## src/rtl/seq_divider.sv

```systemverilog
`default_nettype none
// ============================================================================
// Module   : seq_divider
// Purpose  : Sequential unsigned restoring divider. Produces one quotient bit
//            per clock using a start/busy/done handshake. Runs beside the
//            combinational array multiplier in the arithmetic datapath.
//
// Ports    : clk    in   1  clock, rising edge
//            rst    in   1  asynchronous, active-high reset
//            start  in   1  request, sampled only when not busy
//            a      in   W  dividend, sampled on the accepting edge
//            b      in   W  divisor, sampled on the accepting edge
//            busy   out  1  high while iterating
//            done   out  1  one-cycle pulse when quo/rem/dz are updated
//            quo    out  W  quotient, held until the next done
//            rem    out  W  remainder, held until the next done
//            dz     out  1  divide-by-zero flag, valid with done
//
// Options  : DIV_ZERO_FAST_EN - when defined, a zero divisor skips the
//            iteration and completes one cycle after acceptance without
//            raising busy. Results are identical in both builds.
//
// Revision : 1.0 - initial release
// ============================================================================
module seq_divider #(
    parameter int W = 4
) (
    input  logic         clk,
    input  logic         rst,
    input  logic         start,
    input  logic [W-1:0] a,
    input  logic [W-1:0] b,
    output logic         busy,
    output logic         done,
    output logic [W-1:0] quo,
    output logic [W-1:0] rem,
    output logic         dz
);

    localparam int CW = $clog2(W + 1);

    // Counter value seen on the final iteration edge.
    localparam logic [CW-1:0] c_last = CW'(W - 1);
    localparam logic [CW-1:0] c_one  = CW'(1);

    typedef enum logic [1:0] {
        S_IDLE = 2'd0,
        S_CALC = 2'd1,
        S_ZERO = 2'd2,
        S_DONE = 2'd3
    } state_t;

    state_t         r_state;

    // Partial remainder. The arithmetic P is W+1 bits wide, but its top bit
    // is always zero between iterations (P < b for non-zero b, and P holds a
    // prefix of a shorter than W bits when b is zero), so only the low W bits
    // are stored. The extra bit exists only in the trial subtraction below.
    logic [W-1:0]   r_p;
    logic [W-1:0]   r_q;     // dividend shifting out, quotient shifting in
    logic [W-1:0]   r_b;     // latched divisor
    logic [CW-1:0]  r_cnt;

    logic           r_busy;
    logic           r_done;
    logic [W-1:0]   r_quo;
    logic [W-1:0]   r_rem;
    logic           r_dz;

    // ------------------------------------------------------------------
    // One restoring step: shift P:Q left, trial-subtract the divisor and
    // keep the difference only when it is non-negative.
    // ------------------------------------------------------------------
    logic [W:0]     w_p_sh;
    logic [W-1:0]   w_q_sh;
    logic [W:0]     w_t;
    logic [W-1:0]   w_p_nxt;
    logic [W-1:0]   w_q_nxt;
    logic           w_fast_dz;

    always_comb begin
        w_p_sh  = {r_p, r_q[W-1]};
        w_q_sh  = {r_q[W-2:0], 1'b0};
        w_t     = w_p_sh - {1'b0, r_b};
        w_p_nxt = w_p_sh[W-1:0];
        w_q_nxt = w_q_sh;
        // Sign bit of the W+1-bit difference: clear means P >= b.
        if (!w_t[W]) begin
            w_p_nxt = w_t[W-1:0];
            w_q_nxt = {w_q_sh[W-1:1], 1'b1};
        end
    end

`ifdef DIV_ZERO_FAST_EN
    assign w_fast_dz = (b == '0);
`else
    assign w_fast_dz = 1'b0;
`endif

    // ------------------------------------------------------------------
    // Control FSM with registered outputs.
    // ------------------------------------------------------------------
    always_ff @(posedge clk or posedge rst) begin
        if (rst) begin
            r_state <= S_IDLE;
            r_p     <= '0;
            r_q     <= '0;
            r_b     <= '0;
            r_cnt   <= '0;
            r_busy  <= 1'b0;
            r_done  <= 1'b0;
            r_quo   <= '0;
            r_rem   <= '0;
            r_dz    <= 1'b0;
        end else begin
            case (r_state)
                // DONE behaves like IDLE for acceptance so that a request
                // arriving in the done cycle is taken back-to-back.
                S_IDLE, S_DONE: begin
                    r_done  <= 1'b0;
                    r_state <= S_IDLE;
                    if (start) begin
                        r_q   <= a;
                        r_b   <= b;
                        r_p   <= '0;
                        r_cnt <= '0;
                        if (w_fast_dz) begin
                            r_state <= S_ZERO;
                        end else begin
                            r_state <= S_CALC;
                            r_busy  <= 1'b1;
                        end
                    end
                end

                S_CALC: begin
                    r_p   <= w_p_nxt;
                    r_q   <= w_q_nxt;
                    r_cnt <= r_cnt + c_one;
                    if (r_cnt == c_last) begin
                        r_quo   <= w_q_nxt;
                        r_rem   <= w_p_nxt;
                        r_dz    <= (r_b == '0);
                        r_done  <= 1'b1;
                        r_busy  <= 1'b0;
                        r_state <= S_DONE;
                    end
                end

                // Zero-divisor shortcut: r_q still holds the dividend, which
                // is exactly the remainder the full iteration would produce.
                S_ZERO: begin
                    r_quo   <= '1;
                    r_rem   <= r_q;
                    r_dz    <= 1'b1;
                    r_done  <= 1'b1;
                    r_state <= S_DONE;
                end

                default: begin
                    r_state <= S_IDLE;
                    r_busy  <= 1'b0;
                    r_done  <= 1'b0;
                end
            endcase
        end
    end

    assign busy = r_busy;
    assign done = r_done;
    assign quo  = r_quo;
    assign rem  = r_rem;
    assign dz   = r_dz;

endmodule
`default_nettype wire

```

## config.mk

```make
export PLATFORM = sky130hd
export DESIGN_NAME = seq_divider
export DESIGN_NICKNAME = d
export VERILOG_FILES = /design/src/rtl/seq_divider.sv
export SDC_FILE = /design/constraint.sdc
export NUM_CORES = 1
export LEC_CHECK = 0
export CAP_MARGIN = 20
export CELL_PAD_IN_SITES_DETAIL_PLACEMENT = 0
export CELL_PAD_IN_SITES_GLOBAL_PLACEMENT = 1
export CORE_UTILIZATION = 41
export DETAILED_ROUTE_END_ITERATION = 8
export PLACE_DENSITY_LB_ADDON = 0.1
export SLEW_MARGIN = 20
export SYNTH_ARGS = -nofsm -noshare
export SYNTH_HDL_FRONTEND = slang
export SYNTH_SLANG_ARGS = --single-unit
```

## constraint.sdc

```tcl
create_clock -name clk -period 2.96 [get_ports clk]
set_clock_uncertainty 0.1 [all_clocks]
set_input_delay 0.592 -clock clk [delete_from_list [all_inputs] [get_ports clk]]
set_output_delay 0.592 -clock clk [all_outputs]
set_load 0.03 [all_outputs]
```

==> results of run 1 <==
==> worst reg2reg max path: cells and delay by family (launching register included) <==
kind | cells | cell delay (ps)
AOI/OAI and AO/OA | 2 | 340
xor gates and xnor gates | 1 | 350
adders and majority gates | 2 | 600
buffers and inverters | 1 | 60
DFF | 1 | 390
muxes | 1 | 400
and+or+nand+nor | 1 | 180
==> state kept, by name, indices dropped and copies added (netlist names) <==
register / cells
busy: 1
dz: 1
quo: 4
r_b: 4
r_cnt: 3
r_p: 4
r_q: 4
r_state: 2
rem: 4
==> cell type report <==
type	count	area share [%]
multi-input combinational	97	40.33
sequential	27	39.10
timing repair buffer	24	13.47
tap	46	3.331
inverter	10	2.172
clock buffer	3	1.303
clock inverter	1	0.2896
==> cell families (layout without fill, tap and decap cells) <==
family          Yosys count  in the layout  share of synthesized area (%)
compound gates           36             36                          15.80
xor+xnor                  3              3                          2.344
fa+ha+maj                 9              9                          8.334
buf+inv                  18             38                          4.775
flops                    27             27                          46.88
mux                      17             17                          12.33
simple gates             32             32                          9.548
==> final timing paths <==
| check | endpoint | start | cells past startpoint | slack, ps |
|---|---|---|---|---|
| worst max-delay path | rem[1]$_DFFE_PP0P_ | r_q[3]$_DFFE_PP0P_ | 8 | 460 |
| worst min-delay path | r_cnt[2]$_DFFE_PP0P_ | r_cnt[2]$_DFFE_PP0P_ | 2 | 400 |
| worst max register to register | rem[1]$_DFFE_PP0P_ | r_q[3]$_DFFE_PP0P_ | 8 | 460 |
| worst min register to register | r_cnt[2]$_DFFE_PP0P_ | r_cnt[2]$_DFFE_PP0P_ | 2 | 400 |
| max in group asynchronous | quo[1]$_DFFE_PP0P_ | rst | 3 | 2000 |
| min in group asynchronous | r_cnt[1]$_DFFE_PP0P_ | rst | 3 | 500 |
==> cells in the final DEF (no fill, tap or decap) <==
cell type and n:
o221ai_1 2, fa_1 1, nor4_1 1, nor2_1 5, clkbuf_4 3, inv_1 10
dfrtp_1 27, mux2i_1 11, nor3_1 5, o22ai_1 5, ha_1 8, a21oi_1 10
a32o_1 1, xor2_2 1, xor2_1 1, nand3_1 1, xnor2_1 1, o221ai_2 1
mux2_2 6, nand2_1 17, o32ai_1 1, nand2b_1 2, a32oi_1 3, nor2b_1 1
a21oi_2 1, clkinv_2 1, o21ai_0 12, clkdlybuf4s50_1 21, buf_4 3
==> layer usage <==
metal,wire length (um),share of wire [%],vias to the layer above
li1,-,-,543
met3,81,2.6,4
met5,0,0,-
met4,39,1.3,0
met2,1489,48,11
met1,1499,48,549
==> stage by stage <==
step / instances / power, mW / cell area [um^2] / setup WS (ps)
floorplan: 142 / 1.499 / 1441 / 649.6
global placement: 204 / 1.808 / 1700 / 541.6
detailed placement: 204 / 1.835 / 1700 / 479.4
CTS: 208 / 2.006 / 1728 / 447.5
global route: 208 / 2.158 / 1728 / 293.1
finish: 208 / 1.988 / 1728 / 456.6
==> power groups by stage <==
| stage | sequential [mW] | combinational [mW] | clock (mW) |
|---|---|---|---|
| CTS | 0.652 | 1.18 | 0.171 |
| global placement | 0.655 | 1.15 | 0 |
| global route | 0.670 | 1.30 | 0.190 |
| floorplan | 0.717 | 0.783 | 0 |
| finish | 0.652 | 1.17 | 0.163 |
| detailed placement | 0.659 | 1.18 | 0 |
==> flow_summary.ini, run 1 <==
[synthesis]
synth_seq_area_share_pct = 46.88
yosysMostFrequentCell = dfrtp_1
synth_top_cell_by_area = dfrtp_1
synth_fp_nets = 162
synthCells = 142
synth_edf_count = 0
synthArstFlopShare_pct = 100.0
yosys-top-cells-area = dfrtp_1, mux2i_1, ha_1
synth_commonest_cells = dfrtp_1, nand2_1, o21ai_0
yosysTopAreaCellShare_pct = 46.88
postSynthRegisterBits = 27
syn-cell-area_um2 = 1441
synth_warnings = 0
postSynthAreaPerCell_um2 = 10.15
synthFlopType = dfrtp_1
synth.distinct_cells = 28

[timing]
period_needed_ps = 2503
rsz0062_at_grt = false
relSlewSlack_pct = 55.78
tns_ps = 0
setup_viol = 0
tightest_slew_ps = 662.0
timing_hold_violations_final = 0
fmax_mhz = 399.5
period_share_pct = 84.57
whs_ps = 396.7
final_max_slew_viol_count = 0

[die]
die_area_um2 = 3756
io_pins = 22
initial_utilization_pct = 42.86
die_w_um = 61.29
fp.coreArea_um2 = 3363
die_h_um = 61.29
rows = 21

[setup_path]
crit_slowest_cell = mux2_2
required_ps = 3120
worstPathMaxFanout = 6
critPathTopFamily = adder cells
worstPathArrival_ps = 2660
end_kind = flop
worst-path-buf-inv = 1
start_kind = flop
crit_chain = inv_1 -> ha_1 -> fa_1 -> nand2b_1 -> a21oi_2 -> xor2_2 -> mux2_2 -> o221ai_2
max_stage_delay_ps = 400
crit_type = flop to flop

[cells_and_area]
fillCellCount = 347
regArea_um2 = 675.6
area_growth_pct = 19.88
multiInputGateArea_um2 = 696.9
drive_gt1_share_pct = 9.877
final_nets = 183
final_util_pct = 51.38
num_antenna_cells = 0

[global_route]
grt_usage_pct = 18.50
grtUsageMet2_pct = 28.73
use_met1_pct = 26.04
grt_pass1_vias = 1078
grt.overflow.total = 0
antenna_found_initial = 0
top_usage_layer = met2
grt_start_max_net_pins = 28
grt_pass1_wl_um = 5016
met3_usage_pct = 2.311

[clocking]
cts_resized = 0
hold_buffers = 0
htree_levels = 1
cts_setup_buffers = 0
path_clk_slew_ps = 140
root_buffer = clkbuf_4
clockBufferDepth = 2
clkLatencyLatePin_ps = 330
cts_buffers = 3
clkSinkCount = 27
cts_tree = built

[power_and_ir_drop]
power_leakage_nw = 0.7380
switchingPower_mw = 0.9105
intPower_mw = 1.077
switching_share_pct = 45.81
p_seq_share_pct = 32.8
peakVddDrop_uv = 457.9
cellPowerDensity_nw_per_um2 = 1150
p_comb_share_pct = 59.0
pwr-share-clk_pct = 8.2

[placement]
port_buffers = 21
place_hpwl_um = 2293
place.gp.congestion = 0.8368

[route]
ant_nets = 0
via_per_inst = 5.322
wl_per_cell_um = 14.95
vias = 1107
drt_iter0_markers = 58
drc = 0
first_pass_iters = 4
routed_wl_um = 3109

[hold_path]
hp-class = flop to flop

[flow_run]
cap_viol_max_count = 0

[run_status]
status = finished clean
(Power assumes the default switching activity.)
==> run 2: changes to the inputs <==
--- a/config.mk
+++ b/config.mk
@@ -8,7 +8,7 @@
 export CAP_MARGIN = 20
 export CELL_PAD_IN_SITES_DETAIL_PLACEMENT = 0
 export CELL_PAD_IN_SITES_GLOBAL_PLACEMENT = 1
-export CORE_UTILIZATION = 41
+export CORE_UTILIZATION = 37
 export DETAILED_ROUTE_END_ITERATION = 8
 export PLACE_DENSITY_LB_ADDON = 0.1
 export SLEW_MARGIN = 20
==> constraint.sdc (replaced) <==
create_clock -name clk -period 2.3 [get_ports clk]
set_clock_uncertainty 0.1 [all_clocks]
set_input_delay 0.46 -clock clk [delete_from_list [all_inputs] [get_ports clk]]
set_output_delay 0.46 -clock clk [all_outputs]
set_load 0.03 [all_outputs]
==> run 2 against run 1 <==
Hold slack gained 5.9 ps. Clock power is 64% higher. Combinational power is 66% higher. Sequential cell count is the same. Wire length rose by 4.6%. First-iteration DRC count shrank 34%. Global-route usage is 1.3 points lower. Count of clock-buffer cells in the layout increased by 1. Critical path type unchanged.
==> flow_summary.ini, run 2 (synthesis gave the netlist of run 1 again) <==
[run_status]
status = finished clean

[placement]
port_buffers = 21
place_hpwl_um = 2323
place.gp.congestion = 0.8055

[global_route]
grt_start_max_net_pins = 28
grt_usage_pct = 17.16
grt_pass1_wl_um = 5423
grt.overflow.total = 0
grt_pass1_vias = 1162
antenna_found_initial = 0

[setup_path]
worstPathArrival_ps = 2310
crit_slowest_cell = dfrtp_1
end_kind = flop
worstPathMaxFanout = 5
critPathTopFamily = adder cells
crit_type = flop to flop
worst-path-buf-inv = 1
required_ps = 2390
crit_start = r_q[3]$_DFFE_PP0P_
max_stage_delay_ps = 370
crit_chain = inv_2 -> ha_4 -> fa_2 -> nand2b_4 -> a21oi_4 -> xor2_4 -> mux2_4 -> o221ai_2
reg2reg_from = r_q[3]$_DFFE_PP0P_
start_kind = flop

[cells_and_area]
final_cell_mix = dfrtp_1, clkdlybuf4s50_1, nand2_1
final_nets = 193
drive_gt1_share_pct = 17.44
final_common_cell = dfrtp_1
area_growth_pct = 30.99
final_util_pct = 51.19
num_antenna_cells = 0

[timing]
fmax_mhz = 449.5
relSlewSlack_pct = 60.64
timing_hold_violations_final = 0
period_needed_ps = 2225
setup_viol = 0
final_max_slew_viol_count = 0
period_share_pct = 96.73
tightest_slew_ps = 590.5

[clocking]
htree_levels = 1
clkSinkCount = 27
cts_buffers = 3
hold_buffers = 0
clkLatencyLatePin_ps = 280
clockBufferDepth = 2
root_buffer = clkbuf_8
cts_tree = built
path_clk_slew_ps = 90

[hold_path]
hold_start = r_cnt[2]$_DFFE_PP0P_
hp-class = flop to flop

[route]
wl_per_cell_um = 14.78
ant_nets = 0
vias = 1110
via_per_inst = 5.045
drc = 0
first_pass_iters = 4
routed_wl_um = 3251
drt_iter0_markers = 38

[die]
fp.coreArea_um2 = 3689
die_area_um2 = 4149
die_h_um = 64.42
io_pins = 22
initial_utilization_pct = 39.08
rows = 22
die_w_um = 64.42

[power_and_ir_drop]
finalPower_mw = 3.053
peakVddDrop_uv = 689.5
power_leakage_nw = 0.8104
cellPowerDensity_nw_per_um2 = 1617

[flow_run]
cap_viol_max_count = 0
==> run 2: cell count changes in the layout (fill, tap and decap cells not counted), moves of 2 or more <==
cell	previous run	this run
buf_4	3	12
clkbuf_4	3	0
clkbuf_8	0	3
mux2_2	6	4
mux2_4	0	2
o21ai_0	12	10
o21ai_1	0	2
==> run 2: power by group <==
part	leakage [nW]	switching [mW]	total (mW)	internal, mW
Combinational	0.469	0.998	1.94	0.942
Clock	0.0228	0.144	0.268	0.124
Sequential	0.319	0.174	0.845	0.671
==> run 2: worst paths after layout <==
kind,slack (ps),to,cells after the start
setup / recovery,80,rem[1]$_DFFE_PP0P_,8
hold / removal,400,r_cnt[2]$_DFFE_PP0P_,2
setup reg to reg,80,rem[1]$_DFFE_PP0P_,8
hold reg to reg,400,r_cnt[2]$_DFFE_PP0P_,2
max in group asynchronous,1380,dz$_DFFE_PP0P_,3
min in group asynchronous,440,r_p[2]$_DFFE_PP0P_,3
==> run 2: worst reg2reg max path: cells and delay by family (launching register included) <==
kind | cells | cell delay [ps]
mux | 1 | 350
xor+xnor | 1 | 260
compound gates | 2 | 330
simple gates | 1 | 160
fa+ha+maj | 2 | 520
buf+inv | 1 | 60
flops | 1 | 370
==> run 2: per-layer routing <==
metal	vias to the layer above	part of all wire, %	track usage [%]
met5	-	0	0
met4	0	1.4	6.667
met3	5	2.8	2.817
met2	15	46	27.37
met1	528	50	23.30
li1	562	-	-
==> run 2: what timing repair did <==
item / in CTS / in global routing
buffers inserted: 1 / 2
pin swaps: 2 / 4
setup endpoints to repair: 7 / 10
resized for setup: 5 / 8
==> run 2: metrics by stage <==
| stage | hold WS (ps) | setup TNS (ps) | cells | area [um^2] | setup WS, ps |
|---|---|---|---|---|---|
| floorplan | 349.8 | 0 | 142 | 1445 | 9.919 |
| global placement | 360.5 | -9.813 | 213 | 1759 | -5.673 |
| detailed placement | 383.4 | -379.0 | 213 | 1759 | -84.75 |
| CTS | 405.5 | 0 | 218 | 1836 | 10.30 |
| global route | 424.4 | -15.20 | 220 | 1888 | -7.355 |
| finish | 402.6 | 0 | 220 | 1888 | 75.12 |
==> run 2: final cells by class <==
cell class / instances / area, um^2
sequential: 27 / 675.6
tap: 48 / 60.06
clock buffer: 4 / 45.04
timing repair buffer: 34 / 311.5
fill: 350 / 1800
multi-input combinational: 97 / 758.2
inverter: 10 / 37.54
==> run 3: changes to the inputs <==
--- a/config.mk
+++ b/config.mk
@@ -5,6 +5,7 @@
 export SDC_FILE = /design/constraint.sdc
 export NUM_CORES = 1
 export LEC_CHECK = 0
+export ABC_CLOCK_PERIOD_IN_PS = 2300
 export CAP_MARGIN = 20
 export CELL_PAD_IN_SITES_DETAIL_PLACEMENT = 0
 export CELL_PAD_IN_SITES_GLOBAL_PLACEMENT = 1
==> results of run 3 <==
Same layout as run 2: the final DEF is identical, and so are final timing and power.
==> patch (config.mk and constraints of run 3) <==
The 4 states of `state_t` get a one-hot encoding in 4 bits.
--- a/src/rtl/seq_divider.sv
+++ b/src/rtl/seq_divider.sv
@@ -44,9 +44,9 @@
     localparam logic [CW-1:0] c_one  = CW'(1);
 
-    typedef enum logic [1:0] {
-        S_IDLE = 2'd0,
-        S_CALC = 2'd1,
-        S_ZERO = 2'd2,
-        S_DONE = 2'd3
+    typedef enum logic [3:0] {
+        S_IDLE = 4'b0001,
+        S_CALC = 4'b0010,
+        S_ZERO = 4'b0100,
+        S_DONE = 4'b1000
     } state_t;
 
Function: no difference found for any inputs over 10 cycles, from zero or initial values and one cycle with rst high; not proved beyond that.
==> patch against run 3 <==
Synthesized area is 9.5% lower; power decreased by 27%; final area down 13%; sequential cell count increased by 1; wire length down 25%; cell count decreased by 13%; setup slack better by 28 ps; via count fell by 18%; clock power is 22% lower.
==> patch: results (changes against run 3) <==
| Metric | Value |
|---|---|
| Worst-path clk slew | `150 ps (was 90 ps)` |
| XOR/XNOR share of the synthesized area | `0.0413 (was 0.0234)` |
| Adder-cell share of the synthesized area | `0.0729 (was 0.0833)` |
| Fin crit period | `2200 ps (was 2220 ps)` |
| WL per Instance | `12.7 um (was 14.8 um)` |
| # DRC | `0 (unchanged)` |
| TritonRoute pass-1 iters | `4 (unchanged)` |
| Pint | `1.32 mW (was 1.74 mW)` |
| GRT overflow | `0 (unchanged)` |
| Synth top area cells | `dfrtp_1, ha_1, nand2_1 (was dfrtp_1, mux2i_1, ha_1)` |
| Critical path's largest stage delay | `420 ps (was 370 ps)` |
| CTS Buffer Depth | `2 (unchanged)` |
| Yosys cell types | `29 (was 28)` |
| Post-DP Area | `0.00158 sq mm (was 0.00176 sq mm)` |
| Post-synth ARST share | `1.00 (unchanged)` |
| DP Wirelength | `1760 um (was 2320 um)` |
| Total CTS buffers | `3 (unchanged)` |
| Initial DRC Count | `16 (was 38)` |
| CP endpoint kind | `flop (unchanged)` |
| DP Worst Slack | `-31.5 ps (was -84.8 ps)` |
| Nets@finish | `165 (was 193)` |
| Cell chosen for the clock root | `clkbuf_4 (was clkbuf_8)` |
| Post-Synthesis Cells | `119 (was 142)` |
| Gpl congestion | `0.868 (was 0.806)` |
| Yosys warns | `0 (unchanged)` |
| Max VDD drop | `0.541 mV (was 0.690 mV)` |
| GRT Overall Usage | `0.150 (was 0.172)` |
| Layout cells sized above 1 | `0.144 (was 0.174)` |
| Worst path arrival time | `2340 ps (was 2310 ps)` |
| Slowest cell on crit path | `dfrtp_1 (unchanged)` |
| Syn Nets | `137 (was 162)` |
| Worst hold slack | `385 ps (was 403 ps)` |
| Vias in the first global route | `879 (was 1162)` |
| Ys flop type | `dfrtp_1 (unchanged)` |
| Reg2Reg Depth | `7 (was 8)` |
| Fin cells | `192 (was 220)` |
| Largest net degree at the start of global routing | `29 (was 28)` |
| FF-to-FF Start | `r_b[0] (was r_q[3])` |
| Reg-to-reg endpoint | `rem[0] (was rem[1])` |
| Initial antenna violation count | `0 (unchanged)` |
| Most frequent cells after synthesis | `dfrtp_1, nand2_1, inv_1 (was dfrtp_1, nand2_1, o21ai_0)` |
| Clk Latency, worst-skew pair | `320 ps (was 280 ps)` |
| Worst Path Max Fanout | `5 (unchanged)` |
| Diodes inserted | `0 (unchanged)` |
| DR vias | `908 (was 1110)` |
| H-tree levels | `1 (unchanged)` |
| Multiplexer share of the synthesized area | `0.0902 (was 0.123)` |
| First-pass GRT wire length | `4030 um (was 5420 um)` |
| Worst R2R Setup Slack | `100 ps (was 80 ps)` |
| Seq/Total Area, Yosys | `0.538 (was 0.469)` |
| Port buffer count | `21 (unchanged)` |
| Outcome | `finished, final reports clean (unchanged)` |
| P_leak | `0.754 nW (was 0.810 nW)` |
| Worst Tran Pin Value | `473 ps (was 590 ps)` |
| Synth Area in Compound Gates | `0.116 (was 0.158)` |
| Cell count after placement | `186 (was 213)` |
| Critical path origin | `r_b[0] (was r_q[3])` |
| Hold crit path type | `in2async (was reg2reg)` |
patch: cell types whose count changed in the layout (fill, tap and decap cells not counted), moves of 5 or more:
cell / delta
o21ai_1: +8
a21oi_1: -6
buf_4: -7
o21ai_0: -5
nor3_1: -5
mux2i_1: -8
patch: repair_timing:
action / in CTS / in global routing
endpoints found under the setup margin: 8 / 8
pin swaps: 2 / 2
setup buffers: 2 / 0
gates resized for setup: 3 / 1
patch: layer usage:
| metal | part of all wire | wire, um | vias to the layer above | GRT usage |
|---|---|---|---|---|
| met2 | 0.47 | 1140 | 16 | 0.238 |
| met5 | 0 | 0 | - | 0 |
| li1 | - | - | 458 | - |
| met1 | 0.49 | 1200 | 430 | 0.201 |
| met3 | 0.027 | 66 | 4 | 0.0231 |
| met4 | 0.0099 | 24 | 0 | 0.0730 |
patch: power groups by stage:
stage          sequential (mW)  combinational (mW)  clock (mW)
3_5_place_dp             0.832                1.11           0
3_3_place_gp             0.828                1.10           0
4_1_cts                  0.819                1.21       0.218
5_1_grt                  0.844                1.32       0.238
6_report                 0.818                1.20       0.210
2_1_floorplan            0.907               0.717           0
patch: critical path: cells and delay by family (launching register included):
kind	cells	cell delay (ps)
xor gates and xnor gates	1	260
AOI/OAI and AO/OA	2	300
adders and majority gates	2	550
DFF	1	420
and+or+nand+nor	1	160
muxes	1	330
patch: area by class of cell:
cell class | count | area (sq um)
clock buffer | 4 | 26.3
fill | 326 | 1720
inverter | 11 | 41.3
multi-input combinational | 77 | 567
sequential | 28 | 702
tap | 46 | 57.6
timing repair buffer | 26 | 248
